## src/rtl/mipspipe_pkg.sv

```systemverilog
// -----------------------------------------------------------------------------
// mipspipe_pkg
// Shared definitions for the MIPS pipeline memory arbiter:
//   - arb_state_e : arbiter FSM state encoding (IDLE / BUSY_I / BUSY_D)
//   - DEF_AW/DEF_DW : default address / data widths
//   - STARVE_CNT_W  : width of the fetch-starvation counter
// No ports (package).
// -----------------------------------------------------------------------------
package mipspipe_pkg;

  localparam int unsigned DEF_AW       = 32;
  localparam int unsigned DEF_DW       = 32;
  localparam int unsigned STARVE_CNT_W = 4;

  typedef enum logic [1:0] {
    IDLE   = 2'd0,
    BUSY_I = 2'd1,
    BUSY_D = 2'd2
  } arb_state_e;

endpackage : mipspipe_pkg

```

## src/rtl/mipspipe_memarb_prio.sv

```systemverilog
// -----------------------------------------------------------------------------
// mipspipe_memarb_prio
// Tie-break decision between instruction fetch and data access, plus the
// fetch-starvation counter.
//
// Optional feature macro: MIPSPIPE_MEMARB_STARVE_GUARD_EN
//   defined   : after STARVE_MAX consecutive data grants made while a fetch
//               was waiting, a tie goes to the fetch; any fetch grant clears
//               the count.
//   undefined : data always wins ties; no counter is built.
//
// Ports:
//   i_clock    : clock (rising edge)
//   i_reset    : synchronous active-high reset
//   i_arb_en   : arbiter is in IDLE and may issue a grant this cycle
//   i_if_req   : instruction-fetch request
//   i_dm_req   : data-access request
//   o_grant_i  : fetch granted this cycle (only while i_arb_en)
//   o_grant_d  : data granted this cycle (only while i_arb_en)
// -----------------------------------------------------------------------------
module mipspipe_memarb_prio
  import mipspipe_pkg::*;
#(
  parameter int unsigned STARVE_MAX = 3
) (
  input  logic i_clock,
  input  logic i_reset,
  input  logic i_arb_en,
  input  logic i_if_req,
  input  logic i_dm_req,
  output logic o_grant_i,
  output logic o_grant_d
);

  logic w_fetch_wins;

`ifdef MIPSPIPE_MEMARB_STARVE_GUARD_EN
  localparam logic [STARVE_CNT_W-1:0] LP_STARVE_MAX = STARVE_CNT_W'(STARVE_MAX);
  localparam logic [STARVE_CNT_W-1:0] LP_CNT_SAT    = {STARVE_CNT_W{1'b1}};

  logic [STARVE_CNT_W-1:0] r_starve_cnt;
  logic                    w_starved;

  // Fetch wins when it is alone, or when it has been passed over too often.
  always_comb begin
    w_starved = (r_starve_cnt >= LP_STARVE_MAX);
    if (i_if_req && (!i_dm_req || w_starved)) begin
      w_fetch_wins = 1'b1;
    end else begin
      w_fetch_wins = 1'b0;
    end
  end

  // Count data grants made while a fetch waits; saturate rather than wrap.
  // A data grant with no fetch waiting breaks the run, so the count restarts.
  always_ff @(posedge i_clock) begin
    if (i_reset) begin
      r_starve_cnt <= {STARVE_CNT_W{1'b0}};
    end else if (o_grant_i) begin
      r_starve_cnt <= {STARVE_CNT_W{1'b0}};
    end else if (o_grant_d) begin
      if (!i_if_req) begin
        r_starve_cnt <= {STARVE_CNT_W{1'b0}};
      end else if (r_starve_cnt != LP_CNT_SAT) begin
        r_starve_cnt <= r_starve_cnt + {{(STARVE_CNT_W-1){1'b0}}, 1'b1};
      end else begin
        r_starve_cnt <= r_starve_cnt;
      end
    end else begin
      r_starve_cnt <= r_starve_cnt;
    end
  end
`else
  // Without the guard the clock, reset and STARVE_MAX have no consumer.
  logic w_unused;
  assign w_unused = ^{i_clock, i_reset, STARVE_CNT_W'(STARVE_MAX)};

  // Data always wins a tie; fetch wins only when alone.
  always_comb begin
    if (i_if_req && !i_dm_req) begin
      w_fetch_wins = 1'b1;
    end else begin
      w_fetch_wins = 1'b0;
    end
  end
`endif

  // Grants are only issued while the arbiter is idle.
  always_comb begin
    if (i_arb_en) begin
      o_grant_i = w_fetch_wins;
      o_grant_d = i_dm_req & ~w_fetch_wins;
    end else begin
      o_grant_i = 1'b0;
      o_grant_d = 1'b0;
    end
  end

endmodule : mipspipe_memarb_prio

```

## src/rtl/mipspipe_memarb.sv

```systemverilog
// -----------------------------------------------------------------------------
// mipspipe_memarb
// Arbitrates a single memory port between the instruction-fetch and the
// data-access stage of a MIPS pipeline. One transaction at a time:
// IDLE -> BUSY_I/BUSY_D -> (mem_ready) -> IDLE, with the requester's ack
// pulsing in the IDLE cycle that follows completion.
//
// Optional feature macro: MIPSPIPE_MEMARB_STARVE_GUARD_EN (fetch starvation
// guard, see mipspipe_memarb_prio).
//
// Parameters: AW address width, DW data width, STARVE_MAX (1-15) data grants
// in a row after which a waiting fetch wins a tie.
//
// Ports:
//   clock, reset                 : clock, synchronous active-high reset
//   if_req/if_addr               : fetch request in
//   if_rdata/if_ack              : fetch read data / one-cycle ack out
//   dm_req/dm_we/dm_addr/dm_wdata: data request in
//   dm_rdata/dm_ack              : data read data / one-cycle ack out
//   mem_en/mem_we/mem_addr/mem_wdata : memory request out (registered)
//   mem_rdata/mem_ready          : memory response in
//   stall_if                     : freeze PC and IF/ID
//   stall_mem                    : freeze EX/MEM and everything upstream
// -----------------------------------------------------------------------------
module mipspipe_memarb
  import mipspipe_pkg::*;
#(
  parameter int unsigned AW         = DEF_AW,
  parameter int unsigned DW         = DEF_DW,
  parameter int unsigned STARVE_MAX = 3
) (
  input  logic          clock,
  input  logic          reset,
  input  logic          if_req,
  input  logic [AW-1:0] if_addr,
  output logic [DW-1:0] if_rdata,
  output logic          if_ack,
  input  logic          dm_req,
  input  logic          dm_we,
  input  logic [AW-1:0] dm_addr,
  input  logic [DW-1:0] dm_wdata,
  output logic [DW-1:0] dm_rdata,
  output logic          dm_ack,
  output logic          mem_en,
  output logic          mem_we,
  output logic [AW-1:0] mem_addr,
  output logic [DW-1:0] mem_wdata,
  input  logic [DW-1:0] mem_rdata,
  input  logic          mem_ready,
  output logic          stall_if,
  output logic          stall_mem
);

  arb_state_e    r_state;
  arb_state_e    w_state_nxt;
  logic          w_arb_en;
  logic          w_grant_i;
  logic          w_grant_d;
  logic          w_done_i;
  logic          w_done_d;
  logic          r_mem_en;
  logic          r_mem_we;
  logic [AW-1:0] r_mem_addr;
  logic [DW-1:0] r_mem_wdata;
  logic [DW-1:0] r_if_rdata;
  logic [DW-1:0] r_dm_rdata;
  logic          r_if_ack;
  logic          r_dm_ack;

  mipspipe_memarb_prio #(
    .STARVE_MAX (STARVE_MAX)
  ) u_prio (
    .i_clock   (clock),
    .i_reset   (reset),
    .i_arb_en  (w_arb_en),
    .i_if_req  (if_req),
    .i_dm_req  (dm_req),
    .o_grant_i (w_grant_i),
    .o_grant_d (w_grant_d)
  );

  // FSM state register; reset abandons any in-flight transaction.
  always_ff @(posedge clock) begin
    if (reset) begin
      r_state <= IDLE;
    end else begin
      r_state <= w_state_nxt;
    end
  end

  // FSM next-state logic.
  always_comb begin
    w_state_nxt = r_state;
    case (r_state)
      IDLE: begin
        if (w_grant_d) begin
          w_state_nxt = BUSY_D;
        end else if (w_grant_i) begin
          w_state_nxt = BUSY_I;
        end else begin
          w_state_nxt = IDLE;
        end
      end
      BUSY_I: begin
        if (mem_ready) begin
          w_state_nxt = IDLE;
        end else begin
          w_state_nxt = BUSY_I;
        end
      end
      BUSY_D: begin
        if (mem_ready) begin
          w_state_nxt = IDLE;
        end else begin
          w_state_nxt = BUSY_D;
        end
      end
      default: begin
        w_state_nxt = IDLE;
      end
    endcase
  end

  // FSM output decode: mem_ready only matters in a BUSY state.
  always_comb begin
    w_arb_en = 1'b0;
    w_done_i = 1'b0;
    w_done_d = 1'b0;
    case (r_state)
      IDLE: begin
        w_arb_en = 1'b1;
      end
      BUSY_I: begin
        w_done_i = mem_ready;
      end
      BUSY_D: begin
        w_done_d = mem_ready;
      end
      default: begin
        w_arb_en = 1'b0;
      end
    endcase
  end

  // Request latches, read-data capture and ack pulses.
  // mem_addr/mem_wdata keep their last value after completion; only mem_en
  // and mem_we drop, so the memory sees no stray write.
  always_ff @(posedge clock) begin
    if (reset) begin
      r_mem_en    <= 1'b0;
      r_mem_we    <= 1'b0;
      r_mem_addr  <= {AW{1'b0}};
      r_mem_wdata <= {DW{1'b0}};
      r_if_rdata  <= {DW{1'b0}};
      r_dm_rdata  <= {DW{1'b0}};
      r_if_ack    <= 1'b0;
      r_dm_ack    <= 1'b0;
    end else begin
      r_mem_en <= (w_state_nxt != IDLE);
      r_if_ack <= w_done_i;
      r_dm_ack <= w_done_d;
      if (w_grant_d) begin
        r_mem_addr  <= dm_addr;
        r_mem_we    <= dm_we;
        r_mem_wdata <= dm_wdata;
      end else if (w_grant_i) begin
        r_mem_addr  <= if_addr;
        r_mem_we    <= 1'b0;
        r_mem_wdata <= {DW{1'b0}};
      end else if (w_done_i || w_done_d) begin
        r_mem_we    <= 1'b0;
      end
      if (w_done_i) begin
        r_if_rdata <= mem_rdata;
      end
      if (w_done_d) begin
        r_dm_rdata <= mem_rdata;
      end
    end
  end

  assign mem_en    = r_mem_en;
  assign mem_we    = r_mem_we;
  assign mem_addr  = r_mem_addr;
  assign mem_wdata = r_mem_wdata;
  assign if_rdata  = r_if_rdata;
  assign dm_rdata  = r_dm_rdata;
  assign if_ack    = r_if_ack;
  assign dm_ack    = r_dm_ack;

  // A requester that has dropped its request is never stalled.
  assign stall_if  = if_req & ~r_if_ack;
  assign stall_mem = dm_req & ~r_dm_ack;

endmodule : mipspipe_memarb

```

## config.mk

```make
export PLATFORM = sky130hd
export DESIGN_NAME = mipspipe_memarb
export DESIGN_NICKNAME = d
export VERILOG_FILES = /design/src/rtl/mipspipe_pkg.sv /design/src/rtl/mipspipe_memarb_prio.sv /design/src/rtl/mipspipe_memarb.sv
export SDC_FILE = /design/constraint.sdc
export NUM_CORES = 1
export LEC_CHECK = 0
export ABC_CLOCK_PERIOD_IN_PS = 3300
export CAP_MARGIN = 20
export CELL_PAD_IN_SITES_DETAIL_PLACEMENT = 1
export CELL_PAD_IN_SITES_GLOBAL_PLACEMENT = 1
export CORE_MARGIN = 5
export CORE_UTILIZATION = 29
export DETAILED_ROUTE_END_ITERATION = 6
export PLACE_DENSITY = 0.86
export SYNTH_ARGS = -nofsm -noshare
export SYNTH_HDL_FRONTEND = slang
export SYNTH_SLANG_ARGS = --single-unit
```

## constraint.sdc

```tcl
create_clock -name clock -period 3.3 [get_ports clock]
set_clock_uncertainty 0.1 [all_clocks]
set_input_delay 0.66 -clock clock [delete_from_list [all_inputs] [get_ports clock]]
set_output_delay 0.66 -clock clock [all_outputs]
set_load 0.02 [all_outputs]
```

==> impl_metrics.ini, run 1 <==
[outcome]
status = finished clean

[placement]
place.gp.congestion = 0.7863
place_worst_setup_slack_ps = 438.1
portBuffers = 267
hpwl_microns = 13360
dp.cells = 1048

[power]
vdd_ir_drop_max_mv = 0.3381
p_leak_uw = 0.002976
p_per_area_nw_per_um2 = 532.8

[global_routing]
gr-usage-all-layers = 0.1887
antenna_found_initial = 1
grt_first_pass_wirelength_microns = 29880
gr-total-overflow = 0
grt_max_degree = 42
grt_pass1_vias = 5477

[synthesis]
yosys-top-cells-area = dfxtp_1 (54%), nand2_1 (12%), a21oi_1 (9.9%)
synth_top_area_share = 0.5403
synth-edff-count = 0
synth.largest_area_cell = dfxtp_1
yosysMostFrequentCell = nand2_1
seq_area_frac_synth = 0.5403
syn_nets = 734
synth_area_per_cell_sq_um = 8.275
synth-main-ff-cell = dfxtp_1
synthCells = 600
syn-cell-area_sq_um = 4965
synth-seq-cells = 134
ys_warn_count = 0
synth_async_sr_flop_share = 0
synth_common_cells = nand2_1 (162), dfxtp_1 (134), a21oi_1 (98), inv_1 (33)
synth_cell_types = 30

[critical_path]
startpoint_type = primary input
r2r_start = r_state[1]
crit_arrival_ps = 2110
required_ps = 2540
crit_path_end_kind = primary output
cp_max_fo = 5
r2r-end = mem_addr[3]
crit_type = in -> out
reg2reg_slack_ps = 1460
reg2reg_depth = 5

[timing]
setup_viol = 0
fin_crit_ps = 2870
min_period_over_period = 0.8697
clock.fmax_mhz = 348.4
max_slew.worst_pin.slew_ps = 540.7
final.setup.tns_ps = 0
slew_headroom = 0.6391
setup_ws_ps = 430.1
hold_viol = 0
drv_slew = 0
grt_setup_unrepaired = no

[drt]
vias_per_cell = 4.821
drt_wl_total_microns = 18990
drt_iter0_markers = 177
drcViolationCount = 0
firstDrtPassIters = 4
vias = 5211
wl_per_cell_microns = 17.57
ant_nets = 0

[floorplanning]
core-area_sq_um = 16700
die_w_microns = 140.8
die_area_sq_um = 19840
num_rows = 47
die_h_microns = 140.8
pin_count = 268
start_util = 0.2973

[flow_run]
max_cap_viol_count = 0

[clock_network]
clock_sinks = 134
tritoncts = yes
path_clk_slew_ps = 60
cts_buffers = 17
cts-root-buf = clkbuf_16
clk_latency_ps = 410
clock_path_buffers = 2
holdBufCountCts = 0
postCtsResizedCells = 0
postCtsSetupBuffers = 0
htreeDepth = 4

[worst_hold_path]
hold_class = reg -> reg
whs_path_depth = 2
hp-start = dm_rdata[5]
worst_hold_path.endpoint = dm_rdata[5]

[final_layout]
synthToLayoutAreaGrowth_pct = 69.00
instances_no_fill = 1081
drive_gt1_frac = 0.05814
finalNetCount = 981
[critical path, stage by stage]
cell,delay [ps]
clkdlybuf4s50_1,620
nor2b_1,210
clkdlybuf4s50_1,620
[cell type report]
class,instances,area (sq um)
flip-flops and latches,134,2683
repair buffers,282,2795
inverters,33,123.9
well taps,220,275.3
diodes,1,2.502
clock buffers,21,450.4
fillers,1951,8310
multi-input cells,379,1911
clock inverters,11,150.1
[power breakdown]
group | total, uW | leakage [uW] | switching, uW | internal [uW]
Combinational | 783 | 0.00159 | 392 | 391
Sequential | 1770 | 0.00110 | 51.3 | 1710
Clock | 1920 | 0.000288 | 710 | 1210
[registers in the layout (all words and copies together) (netlist names)]
name       cells
mem_addr      32
r_state        2
mem_we         1
if_rdata      32
dm_rdata      32
if_ack         1
mem_en         1
mem_wdata     32
dm_ack         1
[cell usage in the layout (no fill, tap or decap), types with 2 or more instances in the layout]
cell type | synthesis | final
clkdlybuf4s50_1 | 0 | 266
nand2_1 | 162 | 162
dfxtp_1 | 134 | 134
a21oi_1 | 98 | 98
inv_1 | 33 | 33
o22ai_1 | 31 | 31
a221oi_1 | 31 | 31
o21ai_0 | 29 | 29
clkbuf_16 | 0 | 17
buf_4 | 4 | 15
nor2_1 | 6 | 5
o21ai_1 | 4 | 4
nand3b_1 | 3 | 3
clkbuf_1 | 27 | 3
bufinv_16 | 0 | 3
clkinv_4 | 0 | 3
and3b_1 | 2 | 2
clkinvlp_4 | 0 | 2
clkinv_2 | 0 | 2
[kinds of logic (layout without fill, tap and decap cells)]
group / count (synthesis) / in the layout / share of synthesized area
AOI/OAI and AO/OA: 198 / 198 / 0.2344
xor gates and xnor gates: 1 / 1 / 0.001764
buffers and inverters: 87 / 347 / 0.07535
DFF: 134 / 134 / 0.5403
muxes: 1 / 1 / 0.002268
other: 0 / 1 / 0
and+or+nand+nor: 179 / 179 / 0.1459
[worst max path at each step]
stage,startpoint,cells after the start,slack (ps),to
floorplan,dm_req,3,1320,stall_mem
global placement,if_req,3,430,stall_if
detailed placement,if_req,3,440,stall_if
CTS,if_req,3,430,stall_if
global route,if_req,3,370,stall_if
finish,if_req,3,430,stall_if
[stage by stage]
step / util / power [uW] / area, sq um / hold WS, ps
6_report: 0.5024 / 4470 / 8391 / 353.1
5_1_grt: 0.5024 / 4665 / 8391 / 374.3
4_1_cts: 0.5022 / 4537 / 8388 / 356.0
3_5_place_dp: 0.4663 / 2590 / 7787 / 347.8
3_3_place_gp: 0.4663 / 2570 / 7787 / 340.6
2_1_floorplan: - / 2148 / 4965 / 433.3
[layer usage]
metal	up-vias	GRT usage	share of wire
met1	2464	0.2072	0.39
li1	2541	-	-
met4	0	0.07139	0.025
met2	175	0.3241	0.50
met3	31	0.08026	0.090
met5	-	0	0
No activity file was read; power rests on OpenSTA's default activity.
==> inputs of run 2 (changes only) <==
--- a/config.mk
+++ b/config.mk
@@ -5,12 +5,13 @@
 export SDC_FILE = /design/constraint.sdc
 export NUM_CORES = 1
 export LEC_CHECK = 0
-export ABC_CLOCK_PERIOD_IN_PS = 3300
+export ABC_CLOCK_PERIOD_IN_PS = 3400
 export CAP_MARGIN = 20
 export CELL_PAD_IN_SITES_DETAIL_PLACEMENT = 1
 export CELL_PAD_IN_SITES_GLOBAL_PLACEMENT = 1
 export CORE_MARGIN = 5
 export CORE_UTILIZATION = 29
+export CTS_CLUSTER_SIZE = 14
 export DETAILED_ROUTE_END_ITERATION = 6
 export PLACE_DENSITY = 0.86
 export SYNTH_ARGS = -nofsm -noshare
==> constraint.sdc (replaced) <==
create_clock -name clock -period 3.4 [get_ports clock]
set_clock_uncertainty 0.1 [all_clocks]
set_input_delay 0.68 -clock clock [delete_from_list [all_inputs] [get_ports clock]]
set_output_delay 0.68 -clock clock [all_outputs]
set_load 0.02 [all_outputs]
==> impl_metrics.ini, run 2 (same netlist as run 1, synthesis figures left out) <==
[critical_path]
r2r_start = r_state[1]
crit_arrival_ps = 2080
required_ps = 2620
startpoint_type = primary input
startpoint = if_req
r2r-end = mem_wdata[0]
crit_type = in -> out
cp_max_fo = 5
reg2reg_slack_ps = 1520
crit_path_end_kind = primary output
reg2reg_depth = 4

[worst_hold_path]
worst_hold_path.endpoint = if_rdata[14]
hp-start = if_rdata[14]
whs_path_depth = 2
hold_class = reg -> reg

[drt]
vias_per_cell = 4.870
vias = 5260
firstDrtPassIters = 4
wl_per_cell_microns = 17.61
drcViolationCount = 0
drt_wl_total_microns = 19020
drt_iter0_markers = 215
ant_nets = 0

[power]
p_leak_uw = 0.002970
vdd_ir_drop_max_mv = 0.3279
p_per_area_nw_per_um2 = 512.0

[floorplanning]
pin_count = 268
core-area_sq_um = 16700
start_util = 0.2973
die_h_microns = 140.8
die_area_sq_um = 19840
num_rows = 47
die_w_microns = 140.8

[global_routing]
grt_max_degree = 63
antenna_found_initial = 0
gr-total-overflow = 0
gr-usage-all-layers = 0.1872
grt_pass1_vias = 5595
grt_first_pass_wirelength_microns = 29920

[final_layout]
synthToLayoutAreaGrowth_pct = 68.62
diodes = 0
seqCellArea_sq_um = 2683
multi_input_area_sq_um = 1911
finalNetCount = 981
post-route-util = 0.5013
drive_gt1_frac = 0.06163
final_cell_mix = clkdlybuf4s50_1 (266), nand2_1 (162), dfxtp_1 (134)
final_common_cell = clkdlybuf4s50_1
fillCellCount = 1990

[timing]
setup_viol = 0
hold_viol = 0
clock.fmax_mhz = 349.4
fin_crit_ps = 2862
drv_slew = 0
setup_ws_ps = 538.0
slew_headroom = 0.5421
grt_setup_unrepaired = no
min_period_over_period = 0.8418
max_slew.worst_pin.slew_ps = 686.9
final.setup.tns_ps = 0

[clock_network]
tritoncts = yes
htreeDepth = 4
postCtsSetupBuffers = 0
clock_sinks = 134
cts-root-buf = clkbuf_16
cts_buffers = 17
path_clk_slew_ps = 60
postCtsResizedCells = 0
clock_path_buffers = 2
clk_latency_ps = 410
holdBufCountCts = 0

[placement]
place.gp.congestion = 0.7646
hpwl_microns = 13610
portBuffers = 267
place_worst_setup_slack_ps = 519.8

[flow_run]
max_cap_viol_count = 0

[outcome]
status = finished clean
==> run 2: cell count changes in the layout (fill, tap and decap cells not counted), sizes merged <==
cell      change
clkinv        -1
clkbuf        -1
bufinv        -2
diode         -1
inv           +3
clkinvlp      +1
==> run 2: per-layer routing <==
| metal | vias up | GRT usage | share of wire |
|---|---|---|---|
| met5 | - | 0 | 0 |
| met4 | 0 | 0.06272 | 0.018 |
| met3 | 27 | 0.07518 | 0.087 |
| met2 | 180 | 0.3306 | 0.50 |
| met1 | 2514 | 0.2040 | 0.40 |
| li1 | 2539 | - | - |
==> run 2: power by group <==
group | total, uW | leakage, uW | switching [uW] | internal [uW]
clock network | 1810 | 0.000281 | 739 | 1080
registers | 1710 | 0.00110 | 49.7 | 1660
logic | 758 | 0.00159 | 379 | 379
==> run 2: cell type report <==
cell class | count | share of cell area
Clock buffer | 20 | 0.05575
Tap cell | 220 | 0.03288
Timing Repair Buffer | 282 | 0.3339
Inverter | 33 | 0.01480
Multi-Input combinational cell | 379 | 0.2282
Clock inverter | 12 | 0.01405
Sequential cell | 134 | 0.3204
==> run 2: worst max path at each step <==
stage,end,slack [ps],cells after the start
2_1_floorplan,stall_mem,1380,3
3_3_place_gp,stall_if,500,3
3_5_place_dp,stall_if,520,3
4_1_cts,stall_if,530,3
5_1_grt,stall_if,480,3
6_report,stall_if,540,3
==> run 2: per-stage QoR <==
step                      hold slack (ps)  power, uW  std cells  instance area [sq um]
after global routing                379.4       4476       1080                   8372
after floorplan                     433.3       2085        600                   4965
after global placement              340.5       2494       1048                   7787
after CTS                           356.3       4345       1080                   8372
after detailed placement            347.4       2512       1048                   7787
final                               354.8       4286       1080                   8372
==> run 2: critical path, stage by stage <==
cell,delay [ps]
clkdlybuf4s50_1,590
nor2b_1,180
clkdlybuf4s50_1,630
